--- src/rtl/apple2_video_scanner_pkg.sv ---
// Shared constants and types for the Apple II video timing scanner.
// Cycle/line geometry, page base addresses and the latched display mode.
package apple2_video_scanner_pkg;

   localparam int unsigned TICKS_PER_CYCLE  = 14;
   localparam int unsigned LONG_CYCLE_TICKS = 16;
   localparam int unsigned CYCLES_PER_LINE  = 65;

   localparam int unsigned LINES_PER_FRAME_DEF = 262;
   localparam int unsigned V_ACTIVE_LINES_DEF  = 192;
   localparam int unsigned MIXED_START_DEF     = 160;
   localparam int unsigned H_ACTIVE_START_DEF  = 25;

   localparam logic [15:0] TEXT_PAGE1_BASE  = 16'h0400;
   localparam logic [15:0] TEXT_PAGE2_BASE  = 16'h0800;
   localparam logic [15:0] HIRES_PAGE1_BASE = 16'h2000;
   localparam logic [15:0] HIRES_PAGE2_BASE = 16'h4000;

   typedef struct packed {
      logic text;
      logic mixed;
      logic hires;
      logic page2;
   } video_mode_t;

   localparam video_mode_t MODE_RESET = '{text: 1'b1, mixed: 1'b0, hires: 1'b0, page2: 1'b0};

   // Row-group offset: each third of the screen is 40 bytes further into a 128-byte block.
   function automatic logic [15:0] times40(input logic [1:0] x);
      return {14'b0, x} * 16'd40;
   endfunction

endpackage

--- src/rtl/apple2_video_scanner_if.sv ---
// Mode inputs and video timing outputs of the scanner, grouped as one bus.
// The scanner takes the master side; display/CPU logic takes the slave side.
interface apple2_video_scanner_if;

   logic        TEXT_MODE;
   logic        MIXED_MODE;
   logic        HIRES_MODE;
   logic        PAGE2;
   logic        PHI0;
   logic        CPU_CE;
   logic        VIDEO_LATCH;
   logic [15:0] VIDEO_ADDR;
   logic        HBL;
   logic        VBL;
   logic        COLOR_LINE;

   modport master (
      input  TEXT_MODE, MIXED_MODE, HIRES_MODE, PAGE2,
      output PHI0, CPU_CE, VIDEO_LATCH, VIDEO_ADDR, HBL, VBL, COLOR_LINE
   );

   modport slave (
      output TEXT_MODE, MIXED_MODE, HIRES_MODE, PAGE2,
      input  PHI0, CPU_CE, VIDEO_LATCH, VIDEO_ADDR, HBL, VBL, COLOR_LINE
   );

endinterface

--- src/rtl/apple2_video_scanner_addr_gen.sv ---
// Combinational video RAM address decode from display mode, scanline and column.
// Also reports whether the line is displayed as text.
module apple2_video_scanner_addr_gen
   import apple2_video_scanner_pkg::*;
#(
   parameter int unsigned MIXED_START    = MIXED_START_DEF,
   parameter int unsigned V_ACTIVE_LINES = V_ACTIVE_LINES_DEF
) (
   input  video_mode_t mode,
   input  logic [8:0]  v,
   input  logic [5:0]  col,
   output logic [15:0] addr,
   output logic        text_line
);

   localparam logic [8:0] MIXED_V  = 9'(MIXED_START);
   localparam logic [8:0] ACTIVE_V = 9'(V_ACTIVE_LINES);

   logic [4:0]  r;
   logic [15:0] base;

   assign r = v[7:3];

   always_comb begin
      text_line = mode.text | (mode.mixed & (v >= MIXED_V) & (v < ACTIVE_V));
      if (mode.hires) begin
         base = mode.page2 ? HIRES_PAGE2_BASE : HIRES_PAGE1_BASE;
         addr = base + {3'b0, v[2:0], 10'b0} + {6'b0, v[5:3], 7'b0} + times40(v[7:6])
              + {10'b0, col};
      end else begin
         base = mode.page2 ? TEXT_PAGE2_BASE : TEXT_PAGE1_BASE;
         addr = base + {6'b0, r[2:0], 7'b0} + times40(r[4:3]) + {10'b0, col};
      end
   end

endmodule

--- src/rtl/apple2_video_scanner.sv ---
// Master video timing sequencer and RAM-slot arbiter for the 14.31818 MHz domain.
// Outputs are registered from next-state counters so they line up with the counter state.
module apple2_video_scanner
   import apple2_video_scanner_pkg::*;
#(
   parameter int unsigned LINES_PER_FRAME = LINES_PER_FRAME_DEF,
   parameter int unsigned V_ACTIVE_LINES  = V_ACTIVE_LINES_DEF,
   parameter int unsigned MIXED_START     = MIXED_START_DEF,
   parameter int unsigned H_ACTIVE_START  = H_ACTIVE_START_DEF
) (
   input  logic                   CLK_14M,
   input  logic                   RESET,
   apple2_video_scanner_if.master bus
);

   localparam logic [3:0] SUB_LAST      = 4'(TICKS_PER_CYCLE - 1);
   localparam logic [3:0] SUB_LAST_LONG = 4'(LONG_CYCLE_TICKS - 1);
   localparam logic [3:0] PHI0_RISE     = 4'(TICKS_PER_CYCLE / 2);
   localparam logic [3:0] LATCH_SUB     = 4'(TICKS_PER_CYCLE / 2 - 1);
   localparam logic [6:0] H_LAST        = 7'(CYCLES_PER_LINE - 1);
   localparam logic [6:0] H_ACTIVE      = 7'(H_ACTIVE_START);
   localparam logic [8:0] V_LAST        = 9'(LINES_PER_FRAME - 1);
   localparam logic [8:0] V_ACTIVE      = 9'(V_ACTIVE_LINES);

   logic [3:0]  sub_q, sub_d;
   logic [6:0]  h_q, h_d;
   logic [8:0]  v_q, v_d;
   video_mode_t mode_q, mode_d;
   logic [5:0]  col_d;
   logic [15:0] addr_d;
   logic        text_line_d;

   logic        phi0_q, cpu_ce_q, latch_q, hbl_q, vbl_q, color_q;
   logic [15:0] addr_q;

   always_comb begin
      sub_d = sub_q + 4'd1;
      h_d   = h_q;
      v_d   = v_q;
      if (sub_q == ((h_q == 7'd0) ? SUB_LAST_LONG : SUB_LAST)) begin
         sub_d = 4'd0;
         if (h_q == H_LAST) begin
            h_d = 7'd0;
            v_d = (v_q == V_LAST) ? 9'd0 : v_q + 9'd1;
         end else begin
            h_d = h_q + 7'd1;
         end
      end

      // Sampled on the tick that enters a line, so a frame wrap sees the new line's mode.
      mode_d = mode_q;
      if (h_d == 7'd0 && sub_d == 4'd0) begin
         mode_d = '{text:  bus.TEXT_MODE, mixed: bus.MIXED_MODE,
                    hires: bus.HIRES_MODE, page2: bus.PAGE2};
      end

      col_d = (h_d >= H_ACTIVE) ? 6'(h_d - H_ACTIVE) : 6'd0;
   end

   apple2_video_scanner_addr_gen #(
      .MIXED_START    (MIXED_START),
      .V_ACTIVE_LINES (V_ACTIVE_LINES)
   ) u_addr_gen (
      .mode      (mode_d),
      .v         (v_d),
      .col       (col_d),
      .addr      (addr_d),
      .text_line (text_line_d)
   );

   always_ff @(posedge CLK_14M) begin
      if (RESET) begin
         sub_q    <= 4'd0;
         h_q      <= 7'd0;
         v_q      <= 9'd0;
         mode_q   <= MODE_RESET;
         phi0_q   <= 1'b0;
         cpu_ce_q <= 1'b0;
         latch_q  <= 1'b0;
         addr_q   <= 16'h0000;
         hbl_q    <= 1'b1;
         vbl_q    <= 1'b0;
         color_q  <= 1'b1;
      end else begin
         sub_q    <= sub_d;
         h_q      <= h_d;
         v_q      <= v_d;
         mode_q   <= mode_d;
         phi0_q   <= (sub_d >= PHI0_RISE);
         cpu_ce_q <= (sub_d == ((h_d == 7'd0) ? SUB_LAST_LONG : SUB_LAST));
         latch_q  <= (sub_d == LATCH_SUB) && (h_d >= H_ACTIVE) && (v_d < V_ACTIVE);
         hbl_q    <= (h_d < H_ACTIVE);
         vbl_q    <= (v_d >= V_ACTIVE);
         color_q  <= text_line_d | (v_d >= V_ACTIVE);
         if (sub_d == 4'd0) begin
            addr_q <= addr_d;
         end
      end
   end

   assign bus.PHI0        = phi0_q;
   assign bus.CPU_CE      = cpu_ce_q;
   assign bus.VIDEO_LATCH = latch_q;
   assign bus.VIDEO_ADDR  = addr_q;
   assign bus.HBL         = hbl_q;
   assign bus.VBL         = vbl_q;
   assign bus.COLOR_LINE  = color_q;

endmodule

--- src/flat_wrapper.sv ---
// flat-port wrapper written by rule: the top's interface ports become plain ports
module apple2_video_scanner_flat import apple2_video_scanner_pkg::*;
#(
   parameter int unsigned LINES_PER_FRAME = LINES_PER_FRAME_DEF,
   parameter int unsigned V_ACTIVE_LINES  = V_ACTIVE_LINES_DEF,
   parameter int unsigned MIXED_START     = MIXED_START_DEF,
   parameter int unsigned H_ACTIVE_START  = H_ACTIVE_START_DEF
)
  (CLK_14M, RESET, bus_TEXT_MODE, bus_MIXED_MODE, bus_HIRES_MODE, bus_PAGE2, bus_PHI0, bus_CPU_CE, bus_VIDEO_LATCH, bus_VIDEO_ADDR, bus_HBL, bus_VBL, bus_COLOR_LINE);
  apple2_video_scanner_if bus_i ();
  input  logic CLK_14M;
  input  logic RESET;
  input wire logic [$bits(bus_i.TEXT_MODE)-1:0] bus_TEXT_MODE;
  input wire logic [$bits(bus_i.MIXED_MODE)-1:0] bus_MIXED_MODE;
  input wire logic [$bits(bus_i.HIRES_MODE)-1:0] bus_HIRES_MODE;
  input wire logic [$bits(bus_i.PAGE2)-1:0] bus_PAGE2;
  output wire logic [$bits(bus_i.PHI0)-1:0] bus_PHI0;
  output wire logic [$bits(bus_i.CPU_CE)-1:0] bus_CPU_CE;
  output wire logic [$bits(bus_i.VIDEO_LATCH)-1:0] bus_VIDEO_LATCH;
  output wire logic [$bits(bus_i.VIDEO_ADDR)-1:0] bus_VIDEO_ADDR;
  output wire logic [$bits(bus_i.HBL)-1:0] bus_HBL;
  output wire logic [$bits(bus_i.VBL)-1:0] bus_VBL;
  output wire logic [$bits(bus_i.COLOR_LINE)-1:0] bus_COLOR_LINE;
  assign bus_i.TEXT_MODE = bus_TEXT_MODE;
  assign bus_i.MIXED_MODE = bus_MIXED_MODE;
  assign bus_i.HIRES_MODE = bus_HIRES_MODE;
  assign bus_i.PAGE2 = bus_PAGE2;
  assign bus_PHI0 = bus_i.PHI0;
  assign bus_CPU_CE = bus_i.CPU_CE;
  assign bus_VIDEO_LATCH = bus_i.VIDEO_LATCH;
  assign bus_VIDEO_ADDR = bus_i.VIDEO_ADDR;
  assign bus_HBL = bus_i.HBL;
  assign bus_VBL = bus_i.VBL;
  assign bus_COLOR_LINE = bus_i.COLOR_LINE;
  apple2_video_scanner #(.LINES_PER_FRAME(LINES_PER_FRAME), .V_ACTIVE_LINES(V_ACTIVE_LINES), .MIXED_START(MIXED_START), .H_ACTIVE_START(H_ACTIVE_START)) u_core (.CLK_14M(CLK_14M), .RESET(RESET), .bus(bus_i));
endmodule
--- config.mk ---
export PLATFORM = sky130hd
export DESIGN_NAME = apple2_video_scanner_flat
export DESIGN_NICKNAME = d
export VERILOG_FILES = /design/src/rtl/apple2_video_scanner_pkg.sv /design/src/rtl/apple2_video_scanner_if.sv /design/src/rtl/apple2_video_scanner_addr_gen.sv /design/src/rtl/apple2_video_scanner.sv /design/src/flat_wrapper.sv
export SDC_FILE = /design/constraint.sdc
export NUM_CORES = 1
export LEC_CHECK = 0
export ABC_CLOCK_PERIOD_IN_PS = 5400
export BUFFER_PORTS_ARGS = -buffer_cell sky130_fd_sc_hd__buf_2
export CAP_MARGIN = 25
export CORE_UTILIZATION = 58
export CTS_BUF_LIST = sky130_fd_sc_hd__clkbuf_2 sky130_fd_sc_hd__clkbuf_4 sky130_fd_sc_hd__clkbuf_8
export CTS_CLUSTER_DIAMETER = 100
export DETAILED_ROUTE_END_ITERATION = 16
export PLACE_DENSITY = 0.79
export SKIP_CTS_REPAIR_TIMING = 1
export SLEW_MARGIN = 20
export SYNTH_ARGS = -nofsm -noshare
export SYNTH_HDL_FRONTEND = slang
export SYNTH_SLANG_ARGS = --single-unit
--- constraint.sdc ---
create_clock -name CLK_14M -period 5.4 [get_ports CLK_14M]
set_input_delay 0.27 -clock CLK_14M [delete_from_list [all_inputs] [get_ports CLK_14M]]
set_output_delay 0.27 -clock CLK_14M [all_outputs]
set_load 0.005 [all_outputs]
==> flow_metrics.env, run 1 <==
export IMPL_status="finished, final reports clean"
export IMPL_startpoint_type="register"
export IMPL_ioPinCount=28
export IMPL_final_cells=358
export IMPL_vias=2082
export IMPL_fin_crit_ns=4.701
export IMPL_cts_sinks=45
export IMPL_grt_pass1_wl_um=8894
export IMPL_use_met3_pct=4.054
export IMPL_hold_viol_final=0
export IMPL_h_tree_depth=2
export IMPL_antenna_cells=0
export IMPL_r2r_end="u_core.bus.VIDEO_ADDR[11]"
export IMPL_ys_warn_count=0
export IMPL_clk_pin_slew_worst_paths_ns=0.09
export IMPL_busiest_layer="met2"
export IMPL_crit_path_start="u_core.h_q[0]"
export IMPL_die_area_sq_mm=0.004597
export IMPL_ys_top_cells_by_area="dfxtp_1 (36%), ha_1 (5.5%), nor2_1 (4.9%)"
export IMPL_setup_ws_ns=0.6995
export IMPL_drv_cap=0
export IMPL_finalCritPeriodShare_pct=87.05
export IMPL_rows=23
export IMPL_hpwl_um=3796
export IMPL_grt_pass1_vias=1841
export IMPL_die_y_um=67.80
export IMPL_syn_area_sq_mm=0.002511
export IMPL_clk_latency_ns=0.31
export IMPL_post_synth_top_count_cell="dfxtp_1"
export IMPL_synthCells=289
export IMPL_fin_hold_ws_ns=0.1863
export IMPL_gp_congestion=0.8467
export IMPL_drive_above_1_share_pct=15.58
export IMPL_r2r_setup_slack_ns=0.70
export IMPL_synth_ff_type="dfxtp_1"
export IMPL_arrival_ns=4.92
export IMPL_cts_made_buffers=5
export IMPL_syn2layout_area_growth_pct=10.01
export IMPL_viasPerCell=5.816
export IMPL_rsz0062_at_grt="no"
export IMPL_synth_seq_area_share_pct=35.87
export IMPL_grtUsageMet2_pct=39.23
export IMPL_fin_nets=325
export IMPL_worst_pin_slew_ns=0.7737
export IMPL_hold_path_class="input pin to register"
export IMPL_wl_per_cell_um=15.10
export IMPL_synth_nets=307
export IMPL_drt_iter0_markers=168
export IMPL_ctsRootBufferMaster="clkbuf_8"
export IMPL_setup_tns_ns=0
export IMPL_clockBufferDepth=2
export IMPL_min_to="u_core.mode_q[3]"
export IMPL_cp_required_ns=5.62
export IMPL_initial_core_util_pct=61.45
export IMPL_p_total_mw=0.7070
export IMPL_cp_end_kind="register"
export IMPL_grt_use_total_pct=26.29
export IMPL_io_buffer_count=26
export IMPL_drv_slew=0
export IMPL_synth_top_cell_by_area="dfxtp_1"
export IMPL_synth_cell_types=60
export IMPL_syn_area_per_cell_sq_um=8.689
export IMPL_vdd_drop_max_v=0.0002297
export IMPL_overflow=0
export IMPL_hp_start="bus_TEXT_MODE"
export IMPL_path_class="register to register"
export IMPL_slew_headroom_pct=48.42
export IMPL_powerDensity_mw_per_mm2=255.9
export IMPL_synth_seq_cells=45
export IMPL_ant_nets=0
export IMPL_hold_depth=2
export IMPL_max_freq_ghz=0.2127
export IMPL_place_inst=350
export IMPL_dp_slack_ns=0.7577
export IMPL_path_max_fanout=10
export IMPL_reg2reg_depth=17
export IMPL_cts_tree="yes"
export IMPL_ys_top_cells_by_count="dfxtp_1 (45), nor2_1 (33), nand2_1 (29), a21oi_1 (15)"
export IMPL_coreArea_sq_mm=0.004086
export IMPL_yosysTopAreaCellShare_pct=35.87
export IMPL_grt_antenna_before_repair=0
export IMPL_totalWireLength_um=5406
export IMPL_drcViolationCount=0
export IMPL_drtPass1Iterations=4
export IMPL_synth_edf_count=0
export IMPL_power_leakage_nw=1.117
export IMPL_gr_usage_met1_pct=37.51
export IMPL_reg2reg_from="u_core.h_q[0]"
export IMPL_async_reset_ff_share_pct=0
export IMPL_setup_viol=0
export IMPL_chipWidth_um=67.80
export IMPL_grt_max_degree=45
export IMPL_clock_skew_ns=0.008019
-- flip-flops by register name (all words and copies together) (netlist names) --
register,flops
u_core.bus.VIDEO_ADDR,15
u_core.mode_q,4
u_core.bus.VIDEO_LATCH,1
u_core.bus.COLOR_LINE,1
u_core.bus.VBL,1
u_core.v_q,9
u_core.bus.PHI0,1
u_core.bus.HBL,1
u_core.bus.CPU_CE,1
u_core.h_q,7
u_core.sub_q,4
-- stage by stage --
step	instance area [sq um]	utilization [%]
final	2763	67.61
after CTS	2763	67.61
after floorplan	2511	-
after global routing	2763	67.61
after detailed placement	2629	64.33
after global placement	2629	64.33
-- routing by layer --
metal / routed length (um) / share of wire [%]
met1: 2801 / 52
met3: 195 / 3.6
met5: 0 / 0
met2: 2318 / 43
met4: 91 / 1.7
-- placed cells by master (no fill, tap or decap), types with 3 or more instances in the layout --
cell type and count:
dfxtp_1 45, nor2_1 33, nand2_1 29, buf_2 26, a21oi_1 15, nand3_1 11
xor2_1 11, ha_1 11, o21ai_0 10, inv_1 8, xnor2_1 7, mux2i_1 7
nor2b_1 6, nand4_1 5, o41ai_1 5, nor3_1 5, clkbuf_8 5, nand4b_1 4
and2_1 4, or3_1 4, a211oi_1 4, nand3b_1 4, and3_1 3, o21ai_1 3
a21o_1 3, nor4_1 3
-- logic make-up (layout without fill, tap and decap cells) --
family	Yosys count	count (layout)	share of synthesized area [%]
AOI/OAI and AO/OA	55	55	15.65
DFF	45	45	35.87
buffers and inverters	23	42	4.185
muxes	7	7	2.790
adders and majority gates	12	12	6.278
other	1	1	0.1493
xor gates and xnor gates	19	19	6.926
and+or+nand+nor	127	127	28.15
-- worst max-delay path, cell delays in order, from the launching register on --
cell,delay (ns)
dfxtp_1,0.36
inv_1,0.09
ha_1,0.14
or4b_1,0.68
o41a_4,0.46
and2_1,0.20
a21oi_1,0.37
nand3_1,0.22
o21ai_1,0.16
and2_1,0.29
nor2_1,0.08
ha_1,0.22
fa_1,0.41
a21oi_1,0.30
nor4_2,0.11
a21oi_1,0.17
nor3_1,0.06
nor4_1,0.28
-- power by group --
| group | switching (mW) | total (mW) | internal (mW) | leakage, nW |
|---|---|---|---|---|
| Combinational | 0.0326 | 0.0538 | 0.0211 | 0.685 |
| Sequential | 0.00838 | 0.349 | 0.341 | 0.364 |
| Clock | 0.120 | 0.304 | 0.184 | 0.0681 |
| Total | 0.161 | 0.707 | 0.546 | 1.12 |
-- area by class of cell --
class / instances / area [sq um]
Clock buffer: 5 / 68.82
Fill cell: 339 / 1324
Clock inverter: 3 / 65.06
Timing Repair Buffer: 26 / 130.1
Multi-Input combinational cell: 221 / 1505
Tap cell: 50 / 62.56
Inverter: 8 / 30.03
Sequential cell: 45 / 900.9
-- worst max-delay path by stage --
stage,slack [ns],to
6_report,0.70,u_core.bus.VIDEO_ADDR[11]
2_1_floorplan,1.28,u_core.bus.VIDEO_ADDR[14]
3_5_place_dp,0.76,u_core.bus.VIDEO_ADDR[11]
5_1_grt,0.42,u_core.bus.VIDEO_ADDR[11]
4_1_cts,0.72,u_core.bus.VIDEO_ADDR[11]
3_3_place_gp,0.91,u_core.bus.VIDEO_ADDR[14]
Power figures use the tool's default switching activity.
==> run 2: changes to the inputs <==
Settings changed: ABC_AREA from default to 1, CORE_UTILIZATION 58 to 30, GPL_ROUTABILITY_DRIVEN from default to 1, PLACE_DENSITY 0.79 to default.
==> flow_metrics.env, run 2 <==
export IMPL_startpoint_type="register"
export IMPL_status="finished, final reports clean"
export IMPL_rows=35
export IMPL_p_clk_share_pct=38.3
export IMPL_syn_area_sq_mm=0.002835
export IMPL_hold_path_class="input pin to register"
export IMPL_fin_area_sq_mm=0.003162
export IMPL_grt_pass1_wl_um=11190
export IMPL_post_synth_top_count_cell="nand2_1"
export IMPL_clock_skew_ns=0.01319
export IMPL_path_max_fanout=20
export IMPL_ioPinCount=28
export IMPL_initial_core_util_pct=30.83
export IMPL_drcViolationCount=0
export IMPL_switching_share_pct=26.57
export IMPL_power_leakage_nw=1.558
export IMPL_drtPass1Iterations=4
export IMPL_ant_nets=0
export IMPL_syn_area_per_cell_sq_um=6.783
export IMPL_syn2layout_area_growth_pct=11.52
export IMPL_h_tree_depth=2
export IMPL_hold_viol_final=0
export IMPL_rsz0062_at_grt="no"
export IMPL_coreArea_sq_mm=0.009196
export IMPL_p_total_mw=0.7046
export IMPL_ys_top_cells_by_area="dfxtp_1 (32%), nand2_1 (14%), nor2_1 (7.3%)"
export IMPL_final_cells=553
export IMPL_yosysTopAreaCellShare_pct=31.77
export IMPL_vdd_drop_max_v=0.0001298
export IMPL_setup_viol=0
export IMPL_hpwl_um=4882
export IMPL_arrival_ns=4.26
export IMPL_largest_register_ffs=15
export IMPL_dp_slack_ns=1.350
export IMPL_p_comb_share_pct=11.1
export IMPL_place_inst=545
export IMPL_drive_above_1_share_pct=16.52
export IMPL_wl_per_cell_um=11.69
export IMPL_ys_warn_count=0
export IMPL_fin_crit_ns=4.087
export IMPL_totalWireLength_um=6464
export IMPL_ys_top_cells_by_count="nand2_1 (104), nor2_1 (55), inv_1 (50), dfxtp_1 (45), nand3_1 (36)"
export IMPL_clockBufferDepth=2
export IMPL_synth_ff_type="dfxtp_1"
export IMPL_drv_slew=0
export IMPL_synth_seq_area_share_pct=31.77
export IMPL_die_area_sq_mm=0.009844
export IMPL_powerDensity_mw_per_mm2=222.8
export IMPL_cts_sinks=45
export IMPL_chipWidth_um=99.22
export IMPL_cts_tree="yes"
export IMPL_synth_seq_cells=45
export IMPL_cts_made_buffers=5
export IMPL_cp_required_ns=5.57
export IMPL_final_common_cell="nand2_1"
export IMPL_grt_max_degree=34
export IMPL_clk_latency_ns=0.30
export IMPL_async_reset_ff_share_pct=0
export IMPL_synth_edf_count=0
export IMPL_clk_pin_slew_worst_paths_ns=0.10
export IMPL_worst_pin_slew_ns=0.6362
export IMPL_synth_top_cell_by_area="dfxtp_1"
export IMPL_cp_end_kind="register"
export IMPL_overflow=0
export IMPL_synthCells=418
export IMPL_drt_iter0_markers=132
export IMPL_slew_headroom_pct=57.59
export IMPL_vias=2561
export IMPL_fin_nets=459
export IMPL_setup_tns_ns=0
export IMPL_setup_ws_ns=1.313
export IMPL_p_sw_mw=0.1872
export IMPL_power_frac_seq_pct=50.5
export IMPL_grt_antenna_before_repair=0
export IMPL_die_y_um=99.22
export IMPL_max_freq_ghz=0.2447
export IMPL_finalCritPeriodShare_pct=75.68
export IMPL_grt_use_total_pct=14.07
export IMPL_final_cell_mix="nand2_1 (104), nor2_1 (55), inv_1 (50)"
export IMPL_antenna_cells=0
export IMPL_power_internal_mw=0.5174
export IMPL_dpl_instance_area_sq_mm=0.003044
export IMPL_viasPerCell=4.631
export IMPL_drv_cap=0
export IMPL_gp_congestion=0.8491
export IMPL_synth_cell_types=43
export IMPL_synth_nets=436
export IMPL_io_buffer_count=26
export IMPL_grt_pass1_vias=2451
export IMPL_path_class="register to register"
export IMPL_ctsRootBufferMaster="clkbuf_8"
==> run 2: cell types whose count changed in the layout (fill, tap and decap cells not counted), sizes merged, moves of 5 or more <==
cell / delta
nor2b: -7
o41ai: -5
nand2: +88
inv: +49
a21oi: -5
o21ai: +10
nand3: +29
mux2i: -7
xnor2: -6
nor2: +29
nor4: -5
==> run 2: cells by family after synthesis <==
group	after synthesis	share of synthesized area, %
flops	45	31.77
compound gates	44	9.489
fa+ha+maj	12	5.560
buf+inv	66	9.532
xor+xnor	11	3.398
other cells	1	0.1323
simple gates	239	40.11
==> run 2: area by class of cell <==
type | instances | area [sq um]
Timing Repair Buffer | 26 | 130.1
Inverter | 56 | 210.2
Clock buffer | 5 | 68.82
Multi-Input combinational cell | 307 | 1664
Clock inverter | 3 | 48.80
Tap cell | 111 | 138.9
Sequential cell | 45 | 900.9
Fill cell | 997 | 6035
==> run 2: power by group through the flow <==
stage | logic (mW) | clock network (mW) | registers, mW
after floorplan | 0.0539 | 0 | 0.364
after global placement | 0.0771 | 0 | 0.364
after detailed placement | 0.0785 | 0 | 0.364
after CTS | 0.0794 | 0.277 | 0.356
after global routing | 0.0893 | 0.291 | 0.358
final | 0.0783 | 0.270 | 0.356
==> run 2: final timing paths <==
check,from,cells past startpoint,slack (ns),endpoint
max,u_core.h_q[0],26,1.31,u_core.bus.VIDEO_ADDR[13]
min,bus_TEXT_MODE,3,0.21,u_core.mode_q[3]
max reg2reg,u_core.h_q[0],26,1.31,u_core.bus.VIDEO_ADDR[13]
min reg2reg,u_core.bus.VIDEO_ADDR[12],2,0.47,u_core.bus.VIDEO_ADDR[12]
==> run 2: layer usage <==
metal | up-vias | part of all wire, % | GRT usage [%]
li1 | 1367 | - | -
met1 | 1134 | 49 | 17.63
met2 | 54 | 46 | 23.93
met3 | 6 | 4.2 | 3.092
met4 | 0 | 0.93 | 4.638
met5 | - | 0 | 0
==> run 2: metrics by stage <==
step / hold slack [ns] / utilization (%)
after floorplan: 0.4049 / -
after global placement: 0.4534 / 33.10
after detailed placement: 0.4542 / 33.10
after CTS: 0.2087 / 34.38
after global routing: 0.2125 / 34.38
final: 0.2081 / 34.38
==> run 2: critical path, cell delays in order, from the launching register on <==
cell and delay [ns]:
dfxtp_1 0.35, inv_1 0.11, ha_1 0.23, nand2_4 0.08, nor2_8 0.10, nand2_2 0.06, nand2_2 0.09, nand3_2 0.36
inv_2 0.31, nand3_1 0.10, o21a_1 0.20, inv_1 0.08, ha_1 0.14, nand3_1 0.12, o21ai_4 0.23, nand3_1 0.10
inv_1 0.07, ha_1 0.18, fa_1 0.23, a21o_1 0.15, nand3_2 0.10, nor2_2 0.17, nand3_1 0.12, inv_1 0.07
nand3_1 0.06, nand3_1 0.08, a21oi_1 0.06
